==> src/rtl/control_fsm.sv <==
// Multicycle control unit for the MIPS32 division/sort datapath.
// Sequences IF/ID/EX/MEM/LMD/WB/BR and decodes datapath controls from state and opcode.
module control_fsm #(
  parameter int unsigned CNT_W = 16
) (
  input  logic             clk,
  input  logic             reset_all,
  input  logic             start,
  input  logic [31:0]      out_ins,
  input  logic [2:0]       comp_res,
  output logic             en_ins_mem,
  output logic             load_ir,
  output logic             read,
  output logic             write,
  output logic             en,
  output logic             writeport,
  output logic             writedata,
  output logic             src1,
  output logic             src2,
  output logic             isbranch,
  output logic             selcomp,
  output logic             ld_lmd,
  output logic             en_data_mem,
  output logic             wri_data_mem,
  output logic [4:0]       alu_func,
  output logic [1:0]       selsig,
  output logic             selPC,
  output logic             ld_pc,
  output logic             resetPC,
  output logic             sort_sel,
  output logic [3:0]       location,
  output logic             busy,
  output logic             halted,
  output logic             illegal,
  output logic [CNT_W-1:0] instr_count
);

  typedef enum logic [3:0] {
    StIdle, StIf, StId, StEx, StMem, StLmd, StWb, StBr, StHalt
  } state_e;

  localparam logic [4:0] OpR    = 5'b00000;
  localparam logic [4:0] OpAddi = 5'b00001;
  localparam logic [4:0] OpLd   = 5'b00010;
  localparam logic [4:0] OpSt   = 5'b00011;
  localparam logic [4:0] OpBeq  = 5'b00100;
  localparam logic [4:0] OpBlt  = 5'b00101;
  localparam logic [4:0] OpBgt  = 5'b00110;
  localparam logic [4:0] OpBeqz = 5'b00111;
  localparam logic [4:0] OpJal  = 5'b01000;
  localparam logic [4:0] OpHalt = 5'b11111;

  state_e     state_q;
  logic       start_ok_q;
  logic       retire;
  logic [1:0] br_sel;
  logic [4:0] opcode;

  // Comparator flags are consumed by the datapath PC mux, not by the sequencer.
  logic unused_bits;
  assign unused_bits = ^{comp_res, out_ins[26:5]};

  assign opcode   = out_ins[31:27];
  assign sort_sel = 1'b0;
  assign location = 4'd0;
  assign busy     = (state_q != StIdle) && (state_q != StHalt);
  assign retire   = (state_q == StWb) || (state_q == StBr) ||
                    ((state_q == StMem) && (opcode == OpSt));

  always_ff @(posedge clk or posedge reset_all) begin
    if (reset_all) begin
      state_q     <= StIdle;
      start_ok_q  <= 1'b0;
      halted      <= 1'b0;
      illegal     <= 1'b0;
      instr_count <= '0;
    end else begin
      // Blocks a start sampled on the first edge after reset release.
      start_ok_q <= 1'b1;
      if (retire && (instr_count != '1)) instr_count <= instr_count + 1'b1;
      unique case (state_q)
        StIdle: if (start && start_ok_q) state_q <= StIf;
        StIf:   state_q <= StId;
        StId:   state_q <= StEx;
        StEx: begin
          case (opcode)
            OpR, OpAddi:                       state_q <= StWb;
            OpLd, OpSt:                        state_q <= StMem;
            OpBeq, OpBlt, OpBgt, OpBeqz, OpJal: state_q <= StBr;
            OpHalt: begin
              state_q <= StHalt;
              halted  <= 1'b1;
            end
            default: begin
              state_q <= StHalt;
              halted  <= 1'b1;
              illegal <= 1'b1;
            end
          endcase
        end
        StMem:      state_q <= (opcode == OpLd) ? StLmd : StIf;
        StLmd:      state_q <= StWb;
        StWb, StBr: state_q <= StIf;
        StHalt: begin
          if (start) begin
            state_q <= StIf;
            halted  <= 1'b0;
            illegal <= 1'b0;
          end
        end
        default: state_q <= StIdle;
      endcase
    end
  end

  always_comb begin
    en_ins_mem   = 1'b0;
    load_ir      = 1'b0;
    read         = 1'b0;
    write        = 1'b0;
    en           = 1'b0;
    writeport    = 1'b0;
    writedata    = 1'b0;
    src1         = 1'b0;
    src2         = 1'b0;
    isbranch     = 1'b0;
    selcomp      = 1'b0;
    ld_lmd       = 1'b0;
    en_data_mem  = 1'b0;
    wri_data_mem = 1'b0;
    alu_func     = 5'd0;
    selsig       = 2'b00;
    selPC        = 1'b0;
    ld_pc        = 1'b0;
    resetPC      = 1'b0;
    br_sel       = 2'b00;
    case (opcode)
      OpBeq, OpBeqz: br_sel = 2'b10;
      OpBlt:         br_sel = 2'b01;
      OpBgt:         br_sel = 2'b11;
      default:       br_sel = 2'b00;
    endcase
    unique case (state_q)
      StIdle: resetPC = 1'b1;
      StIf:   en_ins_mem = 1'b1;
      StId: begin
        load_ir = 1'b1;
        read    = 1'b1;
        en      = 1'b1;
      end
      StEx: begin
        case (opcode)
          OpR: begin
            alu_func = out_ins[4:0];
            src1     = 1'b1;
            src2     = 1'b1;
          end
          OpAddi, OpLd, OpSt: src1 = 1'b1;
          OpBeq, OpBlt, OpBgt, OpBeqz: begin
            selsig  = br_sel;
            selcomp = (opcode == OpBeqz);
          end
          default: ;
        endcase
      end
      StMem: begin
        src1        = 1'b1;
        en_data_mem = 1'b1;
        if (opcode == OpSt) begin
          wri_data_mem = 1'b1;
          ld_pc        = 1'b1;
        end
      end
      StLmd: begin
        src1   = 1'b1;
        ld_lmd = 1'b1;
      end
      StWb: begin
        write     = 1'b1;
        en        = 1'b1;
        ld_pc     = 1'b1;
        writeport = (opcode == OpR);
        writedata = (opcode == OpR) || (opcode == OpAddi);
      end
      StBr: begin
        ld_pc = 1'b1;
        if (opcode == OpJal) begin
          selPC    = 1'b1;
          write    = 1'b1;
          en       = 1'b1;
          isbranch = 1'b1;
        end else begin
          selsig  = br_sel;
          selcomp = (opcode == OpBeqz);
        end
      end
      StHalt: resetPC = start;
      default: ;
    endcase
  end

endmodule

==> config.mk <==
export PLATFORM = sky130hd
export DESIGN_NAME = control_fsm
export DESIGN_NICKNAME = d
export VERILOG_FILES = /design/src/rtl/control_fsm.sv
export SDC_FILE = /design/constraint.sdc
export NUM_CORES = 1
export LEC_CHECK = 0
export ABC_CLOCK_PERIOD_IN_PS = 2000
export CAP_MARGIN = 20
export CORE_MARGIN = 8
export CORE_UTILIZATION = 34
export DETAILED_ROUTE_END_ITERATION = 7
export PLACE_DENSITY = 0.74
export SLEW_MARGIN = 30
export SYNTH_ARGS = -nofsm -noshare
export SYNTH_HDL_FRONTEND = slang
export SYNTH_SLANG_ARGS = --single-unit
==> constraint.sdc <==
create_clock -name clk -period 2 [get_ports clk]
set_input_delay 0.2 -clock clk [delete_from_list [all_inputs] [get_ports clk]]
set_output_delay 0.2 -clock clk [all_outputs]
set_load 0.02 [all_outputs]
# After elaboration in Yosys (flattened, before gate mapping)
# Cells that the tools add are included.
# totals
input_bits	38
register_bits	23
word_cells	91
ram_bits	0
mem_bits_ro	0
latch_bits	0
mem_count	0
# classes
n_bitwise	0
eq_ne	23
n_reduce_logical	25
n_mux	37
n_addsub	1
shifts	0
div_mod_pow	0
n_lt_le_gt_ge	0
multipliers	0
# ops
operator	n
4-bit case mux with 8 select lines	1
5-bit by 3-bit equality test with 1-bit output, second input constant	4
1-bit 2-to-1 mux	18
16-bit by 1-bit adder with 16-bit output, second input constant	1
4-bit by 3-bit equality test with 1-bit output, second input constant	4
16-bit inequality test, second input constant	1
1-bit case mux with 2 select lines	8
4-bit case mux with 3 select lines	1
2-bit OR reduction	6
5-bit by 2-bit equality test with 1-bit output, second input constant	2
5-bit 2-to-1 mux	2
10-bit OR reduction	1
9-bit OR reduction	1
4-bit by 2-bit equality test with 1-bit output, second input constant	2
4-bit 2-to-1 mux	2
2-bit inequality test, second input constant	4
4-bit OR reduction	2
2-bit case mux with 3 select lines	1
3-bit AND reduction	2
5-bit by 1-bit equality test with 1-bit output, second input constant	1
5-bit by 4-bit equality test with 1-bit output, second input constant	1
5-bit equality test, second input constant	1
5-bit zero test	1
5-bit OR reduction	1
12 further kinds	18

# Longest topological paths before layout
# Gate-level depths: netlist of run 1.
# depth
word_depth	5
mapped_depth	6

# Worst setup path after synthesis of run 1
# Ideal clock, no wire load.
# synth_timing
kind	input-to-output
from	input port out_ins[27]
to	output port selPC
path_stages	6
path_slack_ns	-0.245
n_path_buf	2
arrival_ns	2.045
cell_sequence	clkbuf_1 -> or4b_2 -> nor2_1 -> inv_1 -> nor3_1 -> buf_4
# synth_via
elab_chain_len	3
# synth_lines
item	line	rtl
start: declaration	9	input logic [31:0] out_ins,
5-bit by 4-bit equality test with 1-bit output	187	if (opcode == OpJal) begin
1-bit 2-to-1 mux (2 in a row)	-	
end: declaration	27	output logic selPC,
# No other way between the ends.

# Worst setup path in the final report of run 1
# layout_timing
from	input port out_ins[31]
to	register instr_count[15]
# layout_via
elab_chain_len	4
# layout_lines
item	line	rtl
5-bit by 2-bit equality test with 1-bit output	68	((state_q == StMem) && (opcode == OpSt));
1-bit logical AND	68	
1-bit logical OR	67	assign retire = (state_q == StWb) || (state_q == StBr) ||
1-bit logical AND	80	if (retire && (instr_count != '1)) instr_count <= instr_count + 1'b1;
end signal: assignment	80	
end: declaration	35	output logic [CNT_W-1:0] instr_count
# No other way between the ends.
# A chain may end at the register's enable or synchronous reset.

==> flow_metrics.env, run 1 <==
export IMPL_finalSetupTns_ns=-0.4191
export IMPL_seqPwrFrac_pct=30.9
export IMPL_pin_count=86
export IMPL_netlist_instances=166
export IMPL_status="finished, violations left"
export IMPL_hp_class="in -> async"
export IMPL_layout_drive_gt1_share_pct=33.74
export IMPL_grt_pass1_vias=1524
export IMPL_numCtsBuffers=3
export IMPL_cp_slowest_cell="or4b_4"
export IMPL_ant_nets=0
export IMPL_finalHoldViolCount=0
export IMPL_yosys_warnings=0
export IMPL_synth_seq_area_share_pct=38.27
export IMPL_grt_max_degree=24
export IMPL_violations="setup timing"
export IMPL_combPwrFrac_pct=55.5
export IMPL_cp_end_kind="flop"
export IMPL_place_gp_congestion=0.8460
export IMPL_die_area_um2=6808
export IMPL_intPower_mw=1.201
export IMPL_hold_ws_ns=0.2905
export IMPL_grt_use_total_pct=12.93
export IMPL_power_switching_uw=813.0
export IMPL_layout_commonest_cell="buf_4"
export IMPL_dr_first_iter_drc_count=36
export IMPL_fin_skew_ns=0.001570
export IMPL_rsz0062_at_grt="true"
export IMPL_drv_cap=0
export IMPL_drt_first_pass_iters=4
export IMPL_dp_hpwl_mm=3.227
export IMPL_placed_area_um2=2291
export IMPL_ir_drop_v=0.0004808
export IMPL_crit_required_ns=2.14
export IMPL_rows=24
export IMPL_port_buffers=55
export IMPL_crit_type="in -> reg"
export IMPL_synth_seq_cells=23
export IMPL_min_period_ns=2.081
export IMPL_path_cells="clkdlybuf4s50_1 > or4b_4 > o41a_4 > buf_4 > nor4_4 > mux2_4"
export IMPL_p_sw_share_pct=40.36
export IMPL_power_mw=2.014
export IMPL_final_cell_count_no_fill=298
export IMPL_final_area_um2=2437
export IMPL_grt_overflow_total=0
export IMPL_crit_path_max_fanout=5
export IMPL_tritoncts="yes"
export IMPL_syn_to_final_growth_pct=62.06
export IMPL_dp_cells=291
export IMPL_max_freq_ghz=0.4805
export IMPL_antenna_found_initial=0
export IMPL_ctsHoldBuffers=0
export IMPL_cp_arrival_ns=2.22
export IMPL_critPathLaunchType="input port"
export IMPL_vias=1478
export IMPL_clockPowerShare_pct=13.7
export IMPL_slowest_delay_ns=0.51
export IMPL_power_leakage_nw=1.038
export IMPL_final_setup_viol_count=9
export IMPL_drt_total_wl_mm=4.446
export IMPL_wire_per_inst_um=14.92
export IMPL_synthDistinctLibCells=43
export IMPL_antennaDiodeCount=0
export IMPL_ctsLongestPathBuffers=2
export IMPL_final_period_utilization_pct=104.1
export IMPL_viasPerCell=4.960
export IMPL_synth_edff_count=0
export IMPL_p_per_area_nw_per_um2=826.3
export IMPL_async_flop_share_pct=100.0
export IMPL_synth_flop_cell="dfrtp_1"
export IMPL_cts_root_buf="clkbuf_8"
export IMPL_avgSynthCellArea_um2=9.060
export IMPL_route_detailed_drc=0
export IMPL_syn_area_um2=1504
export IMPL_coreArea_um2=4294
export IMPL_grt_first_pass_wirelength_mm=7.155
export IMPL_start_util_pct=35.02
export IMPL_report_final_slew_viol_count=0
export IMPL_clk_pin_slew_ns=0.08
export IMPL_clk_latency_ns=0.25
export IMPL_cts_htree_levels=1
export IMPL_cts_num_sinks=23
export IMPL_nets=286
export IMPL_die_w_um=82.51
export IMPL_mostFrequentLayoutCells="buf_4, clkdlybuf4s50_1, dfrtp_1"
export IMPL_die_h_um=82.51
export IMPL_layout_setup_ws_ns=-0.08109
export IMPL_fill_cells=369
==> state kept, by name (all words and copies together) (netlist names) <==
signal       cells
instr_count     16
state_q          4
halted           1
illegal          1
start_ok_q       1
==> critical path, delay by kind of cell <==
kind	cells	cell delay, ns
AOI/OAI and AO/OA	1	0.41
buffers and inverters	2	0.63
muxes	1	0.32
and+or+nand+nor	2	0.65
==> power by group through the flow <==
stage                     registers [mW]  logic (mW)  clock network, mW
after global placement             0.627        1.13                  0
final                              0.621        1.12              0.275
after global routing               0.635        1.21              0.315
after floorplan                    0.714       0.530                  0
after CTS                          0.621        1.11              0.283
after detailed placement           0.629        1.13                  0
==> cell usage after synthesis (2+ instances only) <==
cell	instances	share of area [%]
a21oi_1	8	2.7
and2_1	5	2.1
nor2b_1	3	1.2
nor4_1	5	2.1
or3_1	3	1.2
nor4b_1	3	1.7
nand3_1	6	2.0
conb_1	2	0.50
nand4_1	4	1.7
buf_4	7	3.5
clkbuf_1	6	1.5
dfrtp_1	23	38
nand2b_1	6	2.5
xor2_1	12	7.0
xnor2_1	2	1.2
nor2_1	12	3.0
nor4_2	4	3.3
nand2_1	10	2.5
mux2_2	3	2.2
nor3_1	10	3.3
o21ai_0	4	1.3
inv_1	7	1.7
==> logic make-up (layout without fill, tap and decap cells) <==
kind of cell             after synthesis  after routing  synth area share (%)
adder cells (fa/ha/maj)                1              1                0.8318
buffers and inverters                 22             98                 7.820
AO/OA/AOI/OAI                         20             20                 9.069
flip-flops                            23             23                 38.27
other                                  2              6                0.4994
multiplexers                           3              3                 2.246
XOR/XNOR                              14             14                 8.153
AND/OR/NAND/NOR                       81             81                 33.11
==> metal layers <==
metal | up-vias | share of wire, % | global-route usage (%)
met5 | - | 0 | 0
met4 | 0 | 0.47 | 2.586
met3 | 2 | 6.5 | 1.948
met2 | 40 | 48 | 23.10
met1 | 708 | 45 | 16.05
li1 | 728 | - | -
==> layout make-up <==
| cell class | count | area, um2 | area share [%] |
|---|---|---|---|
| well taps | 52 | 65.06 | 2.669 |
| inverters | 7 | 26.28 | 1.078 |
| flip-flops and latches | 23 | 576.8 | 23.67 |
| multi-input cells | 125 | 992.2 | 40.71 |
| repair buffers | 87 | 732.0 | 30.03 |
| clock buffers | 4 | 45.04 | 1.848 |
==> final timing paths <==
path                                        startpoint                           to  slack (ns)  depth (start not counted)
min reg2reg                instr_count[12]$_DFFE_PP0P_  instr_count[12]$_DFFE_PP0P_        0.51                          1
max                                        out_ins[31]  instr_count[15]$_DFFE_PP0P_       -0.08                          6
min                                          reset_all  instr_count[10]$_DFFE_PP0P_        0.29                          3
min in group clk           instr_count[12]$_DFFE_PP0P_  instr_count[12]$_DFFE_PP0P_        0.51                          1
max in group asynchronous                    reset_all   instr_count[6]$_DFFE_PP0P_        1.46                          3
max reg2reg                     state_q[3]$_DFFE_PP0P_  instr_count[15]$_DFFE_PP0P_       -0.08                          5
==> through the flow <==
stage	setup WS, ns	utilization [%]
CTS	-0.09586	55.39
global route	-0.1347	56.76
finish	-0.08109	56.76
detailed placement	-0.5826	53.35
floorplan	-0.04555	-
global placement	-0.5484	53.35
==> repair_timing <==
action / in CTS / in global routing
setup buffers: 1 / 2
setup endpoints to repair: 35 / 21
pin swaps: 8 / 3
resized for setup: 105 / 10
No activity file was read; power rests on OpenSTA's default activity.
==> run 2: changes to the inputs <==
- CTS_BUF_LIST: not set -> sky130_fd_sc_hd__clkbuf_8 sky130_fd_sc_hd__clkbuf_16
- MAX_ROUTING_LAYER: not set -> met4
==> flow_metrics.env, run 2 (same netlist as run 1, synthesis figures left out) <==
export IMPL_place_gp_congestion=0.8593
export IMPL_ctsHoldBuffers=0
export IMPL_dp_hpwl_mm=3.227
export IMPL_power_mw=2.008
export IMPL_viasPerCell=4.953
export IMPL_max_freq_ghz=0.4803
export IMPL_wire_per_inst_um=14.92
export IMPL_dp_cells=291
export IMPL_syn_to_final_growth_pct=62.06
export IMPL_p_sw_share_pct=40.40
export IMPL_crit_required_ns=2.14
export IMPL_final_area_um2=2437
export IMPL_final_setup_viol_count=9
export IMPL_final_period_utilization_pct=104.1
export IMPL_antennaDiodeCount=0
export IMPL_rows=24
export IMPL_ant_nets=0
export IMPL_die_h_um=82.51
export IMPL_cts_htree_levels=1
export IMPL_power_leakage_nw=1.042
export IMPL_violations="setup timing"
export IMPL_die_w_um=82.51
export IMPL_nets=286
export IMPL_cp_arrival_ns=2.22
export IMPL_combPwrFrac_pct=55.6
export IMPL_report_final_slew_viol_count=0
export IMPL_clk_pin_slew_ns=0.07
export IMPL_crit_type="in -> reg"
export IMPL_cts_num_sinks=23
export IMPL_antenna_found_initial=0
export IMPL_finalHoldViolCount=0
export IMPL_min_period_ns=2.082
export IMPL_clk_latency_ns=0.25
export IMPL_cp_end_kind="flop"
export IMPL_start_util_pct=35.02
export IMPL_top_regs="instr_count (16), state_q (4)"
export IMPL_vias=1476
export IMPL_power_switching_uw=811.3
export IMPL_route_detailed_drc=0
export IMPL_layout_drive_gt1_share_pct=33.74
export IMPL_fill_cells=369
export IMPL_grt_max_degree=24
export IMPL_crit_path_max_fanout=5
export IMPL_hp_class="in -> async"
export IMPL_port_buffers=55
export IMPL_final_cell_count_no_fill=298
export IMPL_coreArea_um2=4294
export IMPL_ctsLongestPathBuffers=2
export IMPL_status="finished, violations left"
export IMPL_p_per_area_nw_per_um2=823.9
export IMPL_intPower_mw=1.197
export IMPL_die_area_um2=6808
export IMPL_grt_use_total_pct=13.32
export IMPL_critPathLaunchType="input port"
export IMPL_numCtsBuffers=3
export IMPL_drt_first_pass_iters=4
export IMPL_pin_count=86
export IMPL_layout_commonest_cell="buf_4"
export IMPL_post_route_util_pct=56.76
export IMPL_rsz0062_at_grt="true"
export IMPL_fin_skew_ns=0.001902
export IMPL_largest_reg_flops=16
export IMPL_mostFrequentLayoutCells="buf_4, clkdlybuf4s50_1, dfrtp_1"
export IMPL_largest_register="instr_count"
export IMPL_dr_first_iter_drc_count=39
export IMPL_grt_pass1_vias=1525
export IMPL_tritoncts="yes"
export IMPL_cts_root_buf="clkbuf_8"
export IMPL_placed_area_um2=2291
export IMPL_ir_drop_v=0.0004782
export IMPL_drt_total_wl_mm=4.445
export IMPL_grt_first_pass_wirelength_mm=7.148
export IMPL_grt_overflow_total=0
export IMPL_seqPwrFrac_pct=30.9
export IMPL_finalSetupTns_ns=-0.4084
export IMPL_drv_cap=0
export IMPL_clockPowerShare_pct=13.4
export IMPL_r2r_setup_slack_ns=-0.08
export IMPL_layout_setup_ws_ns=-0.08206
run 2: area by class of cell:
| class | instances | area [um2] | share of cell area (%) |
|---|---|---|---|
| clock inverters | 1 | 3.754 | 0.1540 |
| inverters | 7 | 26.28 | 1.078 |
| well taps | 52 | 65.06 | 2.669 |
| repair buffers | 87 | 732.0 | 30.03 |
| flip-flops and latches | 23 | 576.8 | 23.67 |
| clock buffers | 3 | 41.29 | 1.694 |
| multi-input cells | 125 | 992.2 | 40.71 |
run 2: worst paths after layout:
| kind | startpoint | to | cells past startpoint |
|---|---|---|---|
| max | out_ins[31] | instr_count[15]$_DFFE_PP0P_ | 6 |
| max reg2reg | state_q[3]$_DFFE_PP0P_ | instr_count[15]$_DFFE_PP0P_ | 5 |
| min | reset_all | instr_count[14]$_DFFE_PP0P_ | 3 |
| max in group asynchronous | reset_all | instr_count[6]$_DFFE_PP0P_ | 3 |
| min in group clk | instr_count[12]$_DFFE_PP0P_ | instr_count[12]$_DFFE_PP0P_ | 1 |
| min reg2reg | instr_count[12]$_DFFE_PP0P_ | instr_count[12]$_DFFE_PP0P_ | 1 |
run 2: what timing repair did:
item,CTS,global route
endpoints found under the setup margin,35,21
pin swaps,8,3
setup buffers,1,2
gates resized for setup,105,10
run 2: critical path: stages:
cell             delay, ns
clkdlybuf4s50_1       0.47
or4b_4                0.51
o41a_4                0.41
buf_4                 0.16
nor4_4                0.14
mux2_4                0.32
run 2: routing by layer:
layer	vias to the layer above	GRT usage, %	routed length [um]
met5	-	-	0
met3	2	1.840	276
li1	728	-	-
met4	0	2.586	21
met1	706	16.12	1992
met2	40	23.10	2155
run 2: per-stage QoR:
step	hold slack (ns)	setup WS (ns)
5_1_grt	0.3284	-0.1347
6_report	0.2878	-0.08206
2_1_floorplan	0.2019	-0.04555
4_1_cts	0.3028	-0.09586
3_3_place_gp	0.4848	-0.5484
3_5_place_dp	0.4867	-0.5826
run 2: power by group through the flow:
stage                     logic, mW  clock network, mW  registers (mW)
after global routing           1.21              0.310           0.635
after detailed placement       1.13                  0           0.629
after global placement         1.13                  0           0.627
after floorplan               0.530                  0           0.714
after CTS                      1.11              0.279           0.621
final                          1.12              0.270           0.621
==> run 3: changes to the inputs <==
- GPL_ROUTABILITY_DRIVEN: not set -> 0
- HOLD_SLACK_MARGIN: not set -> 0.02
==> results of run 3 <==
Same layout as run 2: the final DEF is identical, and so are final timing and power.
